### src/rtl/misr_pkg.sv
// Shared types and helpers for the MISR signature sequencer.
// The UNLOAD state is only reachable in builds with MISR_SCAN_EN defined.
package misr_pkg;

  localparam int MISR_W = 32;
  localparam logic [MISR_W-1:0] DEF_POLY = 32'h0000_8409;
  localparam logic [MISR_W-1:0] DEF_SEED = 32'h0000_0000;

  typedef enum logic [2:0] {
    ST_IDLE,
    ST_RUN,
    ST_CHECK,
    ST_DONE,
    ST_UNLOAD
  } state_e;

  // One compaction step: shift left, fold the MSB back through the poly, add data.
  function automatic logic [MISR_W-1:0] misr_step(input logic [MISR_W-1:0] sig,
                                                  input logic [MISR_W-1:0] data,
                                                  input logic [MISR_W-1:0] poly);
    return {sig[MISR_W-2:0], 1'b0} ^ (sig[MISR_W-1] ? poly : '0) ^ data;
  endfunction

endpackage

### src/rtl/misr_sig_reg.sv
// Signature register: load seed, compact one word, or shift left for serial unload.
// Priority is load > step > shift.
module misr_sig_reg
  import misr_pkg::*;
#(
  parameter int               WIDTH = MISR_W,
  parameter logic [WIDTH-1:0] POLY  = DEF_POLY,
  parameter logic [WIDTH-1:0] SEED  = DEF_SEED
) (
  input  logic             gclk,
  input  logic             grst,
  input  logic             load,
  input  logic             step,
  input  logic             shift,
  input  logic [WIDTH-1:0] data,
  output logic [WIDTH-1:0] sig
);

  logic [WIDTH-1:0] sig_q, sig_d;

  always_comb begin
    sig_d = sig_q;
    if (load)       sig_d = SEED;
    else if (step)  sig_d = misr_step(sig_q, data, POLY);
    else if (shift) sig_d = {sig_q[WIDTH-2:0], 1'b0};
  end

  always_ff @(posedge gclk or posedge grst) begin
    if (grst) sig_q <= SEED;
    else      sig_q <= sig_d;
  end

  assign sig = sig_q;

endmodule

### src/rtl/misr_sig_ctrl.sv
// MISR sequencer: seed, compact cfg_len words over valid/ready, compare with golden.
// Define MISR_SCAN_EN to add a post-run MSB-first serial unload on scan_out.
module misr_sig_ctrl
  import misr_pkg::*;
#(
  parameter int               WIDTH = MISR_W,
  parameter logic [WIDTH-1:0] POLY  = DEF_POLY,
  parameter logic [WIDTH-1:0] SEED  = DEF_SEED,
  parameter int               CNT_W = 16
) (
  input  logic             CK,
  input  logic             RESET,
  input  logic             start,
  input  logic             abort,
  input  logic [CNT_W-1:0] cfg_len,
  input  logic [WIDTH-1:0] golden,
  input  logic [WIDTH-1:0] data_in,
  input  logic             data_valid,
  output logic             data_ready,
  output logic             busy,
  output logic             done,
  output logic             pass,
  output logic [WIDTH-1:0] sig_out,
  output logic             scan_out
);

  state_e           state_q, state_d;
  logic [CNT_W-1:0] cnt_q, cnt_d, len_q, len_d, cnt_inc;
  logic [WIDTH-1:0] golden_q, golden_d;
  logic             pass_q, pass_d, ready_q, ready_d, busy_q, busy_d, done_q, done_d;
  logic             sig_load, sig_step, sig_shift;
  logic [WIDTH-1:0] sig;

`ifdef MISR_SCAN_EN
  localparam int             UW    = $clog2(WIDTH);
  localparam logic [UW-1:0]  ULAST = UW'(WIDTH - 1);
  logic [UW-1:0] ucnt_q, ucnt_d;
  logic          scan_q, scan_d;
`endif

  assign cnt_inc = cnt_q + 1'b1;

  always_comb begin
    state_d   = state_q;
    cnt_d     = cnt_q;
    len_d     = len_q;
    golden_d  = golden_q;
    pass_d    = pass_q;
    sig_load  = 1'b0;
    sig_step  = 1'b0;
    sig_shift = 1'b0;
`ifdef MISR_SCAN_EN
    ucnt_d    = ucnt_q;
`endif
    case (state_q)
      ST_IDLE: begin
        // start outranks a same-cycle abort here
        if (start) begin
          len_d    = cfg_len;
          golden_d = golden;
          cnt_d    = '0;
          pass_d   = 1'b0;
          sig_load = 1'b1;
          state_d  = (cfg_len == '0) ? ST_CHECK : ST_RUN;
        end
      end
      ST_RUN: begin
        if (abort) begin
          pass_d  = 1'b0;
          state_d = ST_IDLE;
        end else if (data_valid && ready_q) begin
          sig_step = 1'b1;
          cnt_d    = cnt_inc;
          if (cnt_inc == len_q) state_d = ST_CHECK;
        end
      end
      ST_CHECK: begin
        if (abort) begin
          pass_d  = 1'b0;
          state_d = ST_IDLE;
        end else begin
          pass_d  = (sig == golden_q);
          state_d = ST_DONE;
        end
      end
      ST_DONE: begin
`ifdef MISR_SCAN_EN
        ucnt_d  = '0;
        state_d = ST_UNLOAD;
`else
        state_d = ST_IDLE;
`endif
      end
`ifdef MISR_SCAN_EN
      ST_UNLOAD: begin
        if (abort) begin
          pass_d  = 1'b0;
          state_d = ST_IDLE;
        end else begin
          sig_shift = 1'b1;
          ucnt_d    = ucnt_q + 1'b1;
          if (ucnt_q == ULAST) state_d = ST_IDLE;
        end
      end
`endif
      default: state_d = ST_IDLE;
    endcase

    // Outputs are registered off the next state so they line up with it.
    ready_d = (state_d == ST_RUN);
    busy_d  = (state_d != ST_IDLE);
    done_d  = (state_d == ST_DONE);
`ifdef MISR_SCAN_EN
    // Register lags the shift by one cycle, so read one bit below the MSB once unloading.
    scan_d = 1'b0;
    if (state_d == ST_UNLOAD)
      scan_d = (state_q == ST_UNLOAD) ? sig[WIDTH-2] : sig[WIDTH-1];
`endif
  end

  always_ff @(posedge CK or posedge RESET) begin
    if (RESET) begin
      state_q  <= ST_IDLE;
      cnt_q    <= '0;
      len_q    <= '0;
      golden_q <= '0;
      pass_q   <= 1'b0;
      ready_q  <= 1'b0;
      busy_q   <= 1'b0;
      done_q   <= 1'b0;
`ifdef MISR_SCAN_EN
      ucnt_q   <= '0;
      scan_q   <= 1'b0;
`endif
    end else begin
      state_q  <= state_d;
      cnt_q    <= cnt_d;
      len_q    <= len_d;
      golden_q <= golden_d;
      pass_q   <= pass_d;
      ready_q  <= ready_d;
      busy_q   <= busy_d;
      done_q   <= done_d;
`ifdef MISR_SCAN_EN
      ucnt_q   <= ucnt_d;
      scan_q   <= scan_d;
`endif
    end
  end

  misr_sig_reg #(
    .WIDTH(WIDTH),
    .POLY (POLY),
    .SEED (SEED)
  ) u_sig (
    .gclk (CK),
    .grst (RESET),
    .load (sig_load),
    .step (sig_step),
    .shift(sig_shift),
    .data (data_in),
    .sig  (sig)
  );

  assign data_ready = ready_q;
  assign busy       = busy_q;
  assign done       = done_q;
  assign pass       = pass_q;
  assign sig_out    = sig;
`ifdef MISR_SCAN_EN
  assign scan_out   = scan_q;
`else
  assign scan_out   = 1'b0;
`endif

endmodule

### config.mk
export PLATFORM = sky130hd
export DESIGN_NAME = misr_sig_ctrl
export DESIGN_NICKNAME = d
export VERILOG_FILES = /design/src/rtl/misr_pkg.sv /design/src/rtl/misr_sig_reg.sv /design/src/rtl/misr_sig_ctrl.sv
export SDC_FILE = /design/constraint.sdc
export NUM_CORES = 1
export LEC_CHECK = 0
export CAP_MARGIN = 20
export CORE_ASPECT_RATIO = 2
export CORE_MARGIN = 3
export CORE_UTILIZATION = 33
export CTS_BUF_LIST = sky130_fd_sc_hd__clkbuf_4 sky130_fd_sc_hd__clkbuf_8 sky130_fd_sc_hd__clkbuf_16
export CTS_CLUSTER_SIZE = 14
export DETAILED_ROUTE_END_ITERATION = 10
export PLACE_DENSITY = 0.6
export SKIP_CTS_REPAIR_TIMING = 1
export SKIP_LAST_GASP = 1
export SLEW_MARGIN = 20
export SYNTH_ARGS = -nofsm -noshare
export SYNTH_HDL_FRONTEND = slang
export SYNTH_SLANG_ARGS = --single-unit
### constraint.sdc
create_clock -name CK -period 5.2 [get_ports CK]
set_input_delay 1.56 -clock CK [delete_from_list [all_inputs] [get_ports CK]]
set_output_delay 1.56 -clock CK [all_outputs]
set_load 0.02 [all_outputs]
==> impl_metrics.ini, run 1 <==
[run_status]
status = finished, final reports clean

[sta]
fin_skew_ps = 8.46
max_freq_ghz = 0.288
setup_viol = 0
hold_viol_final = 0
fin_crit_sh_pct = 66.8
min_period_ps = 3470
finalMaxSlewViolations = 0
tns_ps = 0
rsz0062_at_grt = false
relSlewSlack_pct = 30.8
setup_ws_ps = 1730
tightest_slew_ps = 1040

[synth]
ys_ff_latch = 103
ys_types = 46
syn_avg_cell_area_um2 = 10.9
netlist_instances = 486
synth_top_area_cell = dfrtp_1
synth_top_cell_area_share_pct = 48.8
syn_area_um2 = 5280
synth_area_leaders = dfrtp_1 (49%), xnor2_1 (11%), mux2_2 (10%)
yosysSeqAreaShare_pct = 48.8
yosysWarnings = 0

[placement]
portBuffers = 120
dp_hpwl_um = 11700
globalplace.congestion = 0.855
pre_cts_ws_ps = 1310

[global_routing]
grt_max_degree = 85
grt_pass1_wl_um = 22900
antenna_found_initial = 0
grt_pass1_vias = 4233
gr-total-overflow = 0
grtUsageTotal_pct = 17.5

[route]
vias = 4025
routed-wl-met2_um = 9060
routed_wl_um = 15100
initialDrtViolationCount = 108
routed-wl-met3_um = 540
drc = 0
m1WireLength_um = 5160
drtPass1Iterations = 5
final_antenna_net_count = 0
vias_per_cell = 5.06
avgRoutedWirePerCell_um = 19.0
top_layer = met4

[clocking]
clock-sinks = 103
tritoncts = done
clk_path_buf_depth = 2
cts_root_buf = clkbuf_16
clk_latency_ps = 350
cts_buffers = 9
cts.clk_slew.worst_paths_ps = 80
cts_max_level = 3

[pwr]
power_per_cell_area_nw_per_um2 = 283
p_leak_uw = 0.00273
ir_worst_vdd_v = 0.000214
total_power_uw = 1970

[worst_setup_path]
crit_chain = clkdlybuf4s50_1 -> nor2_2 -> nand3_2 -> buf_4 -> nand3_1 -> o21ai_0
crit_path_start = abort
cp_slowest_stage_delay_ps = 700
critical_path.endpoint = u_sig.sig[15]$_DFFE_PP0P_
slowest_stage = nand3_2
worstPathRequired_ps = 5420
crit_cells = 6
rr_endpoint = u_sig.sig[15]$_DFFE_PP0P_
end_kind = flip-flop
startpoint_type = input pin
rr_worst_depth = 6
crit_buf_inv = 2
crit_fanout = 45
path_delay_family = simple AND/OR/NAND/NOR gates
cp_data_arrival_time_ps = 3690
r2r_setup_slack_ps = 2530
r2r_start = state_q[0]$_DFF_PP0_
crit_type = input pin to flip-flop

[finish]
fillers = 1455
multi_input_comb_area_um2 = 2580
fin_nets = 679
area_delta_synth_final_pct = 31.9
regArea_um2 = 2580
drive_gt1_share_pct = 14.0
final_cell_mix = clkdlybuf4s50_1 (120), dfrtp_1 (103), xnor2_1 (69), o21ai_0 (56), mux2_2 (48)
final_common_cell = clkdlybuf4s50_1
n_antenna_cell = 0

[floorplanning]
ios = 122
die-area_um2 = 17600
core-area_um2 = 15500
die_w_um = 95.4
rows = 64
die_h_um = 185
initial_core_util_pct = 34.2

[min_path]
hold_class = flip-flop to flip-flop

[job]
drv_cap = 0
-- per-layer routing --
layer,GRT usage [%],vias up
li1,-,1935
met1,17.1,1979
met2,34.8,90
met3,2.44,21
met4,7.58,0
met5,0,-
-- through the flow --
step           util [%]  hold WS (ps)  area [um^2]  instances
6_report           45.0           508         6960        796
5_1_grt            45.0           549         6960        796
4_1_cts            44.8           508         6930        795
3_5_place_dp       43.0           500         6640        779
3_3_place_gp       43.0           501         6640        779
2_1_floorplan         -           471         5280        487
-- worst register-to-register path, stage by stage, from the launching register on --
cell and delay (ps):
dfrtp_1 430, or3b_1 460, nor2_2 230, nand3_2 700
buf_4 510, nand3_1 110, o21ai_0 120
-- state kept, by name, summed over array words and instances (netlist names), 3 cells and up --
register	flops
state_q	3
cnt_q	16
golden_q	32
u_sig.sig	32
len_q	16
-- cells in the mapped netlist, drive strengths merged --
| cell type | number |
|---|---|
| and3 | 4 |
| o41ai | 2 |
| conb | 1 |
| mux2 | 48 |
| nand4 | 9 |
| nor3b | 1 |
| nand4bb | 1 |
| nand2b | 1 |
| nor2 | 13 |
| nand2 | 19 |
| a21oi | 6 |
| and2 | 2 |
| and4 | 1 |
| buf | 13 |
| ha | 1 |
| nor4 | 14 |
| nand3 | 47 |
| o31ai | 4 |
| a311o | 1 |
| o22a | 1 |
| nor4b | 1 |
| o2111ai | 3 |
| nor3 | 6 |
| a2111oi | 1 |
| xor2 | 24 |
| dfrtp | 103 |
| a31oi | 2 |
| inv | 4 |
| nand3b | 3 |
| or3 | 1 |
| o211ai | 2 |
| clkbuf | 17 |
| xnor2 | 69 |
| or4b | 2 |
| o21ai | 58 |
| or3b | 1 |
-- layout make-up --
cell class	instances	share of cell area (%)
sequential	103	37.0
multi-input combinational	350	37.0
timing repair buffer	125	18.1
tap	198	3.56
clock buffer	9	3.24
clock inverter	7	0.827
inverter	4	0.252
-- cells by family after synthesis --
kind of cell | Yosys count | synth area share, %
simple gates | 126 | 13.5
flops | 103 | 48.8
xor+xnor | 93 | 15.4
compound gates | 80 | 8.94
mux | 48 | 10.2
buf+inv | 34 | 2.80
fa+ha+maj | 1 | 0.237
other cells | 1 | 0.0710
-- report_power, final --
group	internal, uW	switching, uW
Sequential	883	70.6
Combinational	209	158
Clock	331	316
-- worst min-delay path by stage --
| stage | start | endpoint | slack [ps] | depth (start not counted) |
|---|---|---|---|---|
| floorplan | cnt_q[15]$_DFFE_PP0P_ | cnt_q[15]$_DFFE_PP0P_ | 470 | 1 |
| global placement | cnt_q[15]$_DFFE_PP0P_ | cnt_q[15]$_DFFE_PP0P_ | 500 | 1 |
| detailed placement | cnt_q[15]$_DFFE_PP0P_ | cnt_q[15]$_DFFE_PP0P_ | 500 | 1 |
| CTS | cnt_q[15]$_DFFE_PP0P_ | cnt_q[15]$_DFFE_PP0P_ | 510 | 1 |
| global route | golden_q[15]$_DFFE_PP0P_ | golden_q[15]$_DFFE_PP0P_ | 550 | 1 |
| finish | cnt_q[15]$_DFFE_PP0P_ | cnt_q[15]$_DFFE_PP0P_ | 510 | 1 |
No activity file was read; power rests on OpenSTA's default activity.
==> run 2, diff against run 1 <==
--- a/config.mk
+++ b/config.mk
@@ -12,7 +12,7 @@
 export CTS_BUF_LIST = sky130_fd_sc_hd__clkbuf_4 sky130_fd_sc_hd__clkbuf_8 sky130_fd_sc_hd__clkbuf_16
 export CTS_CLUSTER_SIZE = 14
 export DETAILED_ROUTE_END_ITERATION = 10
-export PLACE_DENSITY = 0.6
+export PLACE_DENSITY = 0.62
 export SKIP_CTS_REPAIR_TIMING = 1
 export SKIP_LAST_GASP = 1
 export SLEW_MARGIN = 20
==> constraint.sdc (replaced) <==
create_clock -name CK -period 3.1 [get_ports CK]
set_input_delay 0.93 -clock CK [delete_from_list [all_inputs] [get_ports CK]]
set_output_delay 0.93 -clock CK [all_outputs]
set_load 0.02 [all_outputs]
==> impl_metrics.ini, run 2 (synthesis results as in run 1) <==
[run_status]
status = finished, final reports clean

[finish]
fin_nets = 687
fillers = 1443
final_area_um2 = 7050
n_antenna_cell = 0
area_delta_synth_final_pct = 33.6
final_cell_mix = clkdlybuf4s50_1 (120), dfrtp_1 (103), xnor2_1 (69), o21ai_0 (56), mux2_2 (48)
drive_gt1_share_pct = 15.0
final_common_cell = clkdlybuf4s50_1

[sta]
fin_skew_ps = 10.4
fin_crit_sh_pct = 85.5
min_period_ps = 2650
finalMaxSlewViolations = 0
max_freq_ghz = 0.377
rsz0062_at_grt = false
setup_viol = 0
tightest_slew_ps = 606
relSlewSlack_pct = 59.2
tns_ps = 0
hold_viol_final = 0

[clocking]
cts.clk_slew.worst_paths_ps = 80
cts_max_level = 3
tritoncts = done
clk_path_buf_depth = 2
clk_latency_ps = 350
clock-sinks = 103
cts_buffers = 9
cts_root_buf = clkbuf_16

[route]
vias_per_cell = 5.09
avgRoutedWirePerCell_um = 18.7
final_antenna_net_count = 0
drc = 0
initialDrtViolationCount = 89
drtPass1Iterations = 4
vias = 4090
routed_wl_um = 15000

[worst_setup_path]
slowest_stage = dfrtp_1
worstPathRequired_ps = 3380
crit_fanout = 8
crit_type = flip-flop to flip-flop
crit_top_cell = nor4_2
end_kind = flip-flop
cp_data_arrival_time_ps = 2930
crit_chain = ha_1 -> nand4_2 -> nor4_2 -> xnor2_1 -> nand4_1 -> nor4_2 -> nand2b_1
cp_slowest_stage_delay_ps = 500
startpoint_type = flip-flop

[global_routing]
grtUsageTotal_pct = 17.6
grt_max_degree = 48
antenna_found_initial = 0
grt_pass1_wl_um = 23400
gr-total-overflow = 0
grt_pass1_vias = 4388

[placement]
dp_hpwl_um = 11700
globalplace.congestion = 0.815
portBuffers = 120
placed_area_um2 = 6750

[job]
drv_cap = 0

[pwr]
sequentialPowerShare_pct = 47.5
p_leak_uw = 0.00278
net-switching-power_uw = 923
ir_worst_vdd_v = 0.000290
power_per_cell_area_nw_per_um2 = 477
p_comb_share_pct = 18.5
internal_power_uw = 2440
p_sw_share_pct = 27.4
clkPwrFrac_pct = 34.0

[floorplanning]
die_w_um = 95.4
die_h_um = 185
ios = 122
initial_core_util_pct = 34.2
rows = 64
core-area_um2 = 15500
die-area_um2 = 17600

[min_path]
hold_class = flip-flop to flip-flop
## run 2: path summary, 6_finish.rpt
kind,from,end,slack (ps),cells past startpoint
setup reg to reg,cnt_q[0]$_DFFE_PP0P_,state_q[1]$_DFF_PP0_,450,7
min in group asynchronous,RESET,u_sig.sig[12]$_DFFE_PP0P_,950,2
hold reg to reg,golden_q[3]$_DFFE_PP0P_,golden_q[3]$_DFFE_PP0P_,530,1
max in group asynchronous,RESET,golden_q[30]$_DFFE_PP0P_,1560,3
setup / recovery,cnt_q[0]$_DFFE_PP0P_,state_q[1]$_DFF_PP0_,450,7
hold / removal,golden_q[3]$_DFFE_PP0P_,golden_q[3]$_DFFE_PP0P_,530,1
## run 2: power groups by stage
stage,clock network (uW),logic (uW),registers [uW]
finish,1140,623,1600
global route,1230,677,1620
CTS,1170,636,1600
detailed placement,0,632,1630
global placement,0,621,1620
floorplan,0,362,1600
## run 2: routing by layer
layer | vias to the layer above | GRT usage (%) | share of wire (%)
met3 | 25 | 2.72 | 3.8
met4 | 0 | 7.70 | 3.4
met1 | 2013 | 17.8 | 34
met2 | 107 | 34.2 | 59
li1 | 1945 | - | -
met5 | - | 0 | 0
## run 2: cell type report
| cell class | instances | area (um^2) | area share, % |
|---|---|---|---|
| flip-flops and latches | 103 | 2580 | 36.5 |
| well taps | 198 | 248 | 3.51 |
| multi-input cells | 350 | 2570 | 36.4 |
| clock buffers | 11 | 253 | 3.58 |
| inverters | 4 | 18.8 | 0.266 |
| repair buffers | 133 | 1340 | 18.9 |
| clock inverters | 5 | 50.0 | 0.710 |
## run 2: worst max-delay path, delay by kind of cell (launching register included)
family | cells | cell delay, ps
flops | 1 | 500
simple gates | 5 | 1540
xor+xnor | 1 | 170
fa+ha+maj | 1 | 380
## run 2: through the flow
| step | power [uW] | worst slack, ps | hold slack, ps | utilization, % | instances |
|---|---|---|---|---|---|
| after floorplan | 1970 | 708 | 471 | - | 487 |
| after detailed placement | 2260 | 68.7 | 516 | 43.7 | 788 |
| after global placement | 2240 | 100 | 495 | 43.7 | 788 |
| after CTS | 3410 | 441 | 532 | 45.6 | 804 |
| final | 3360 | 449 | 527 | 45.6 | 804 |
| after global routing | 3520 | 242 | 540 | 45.6 | 804 |
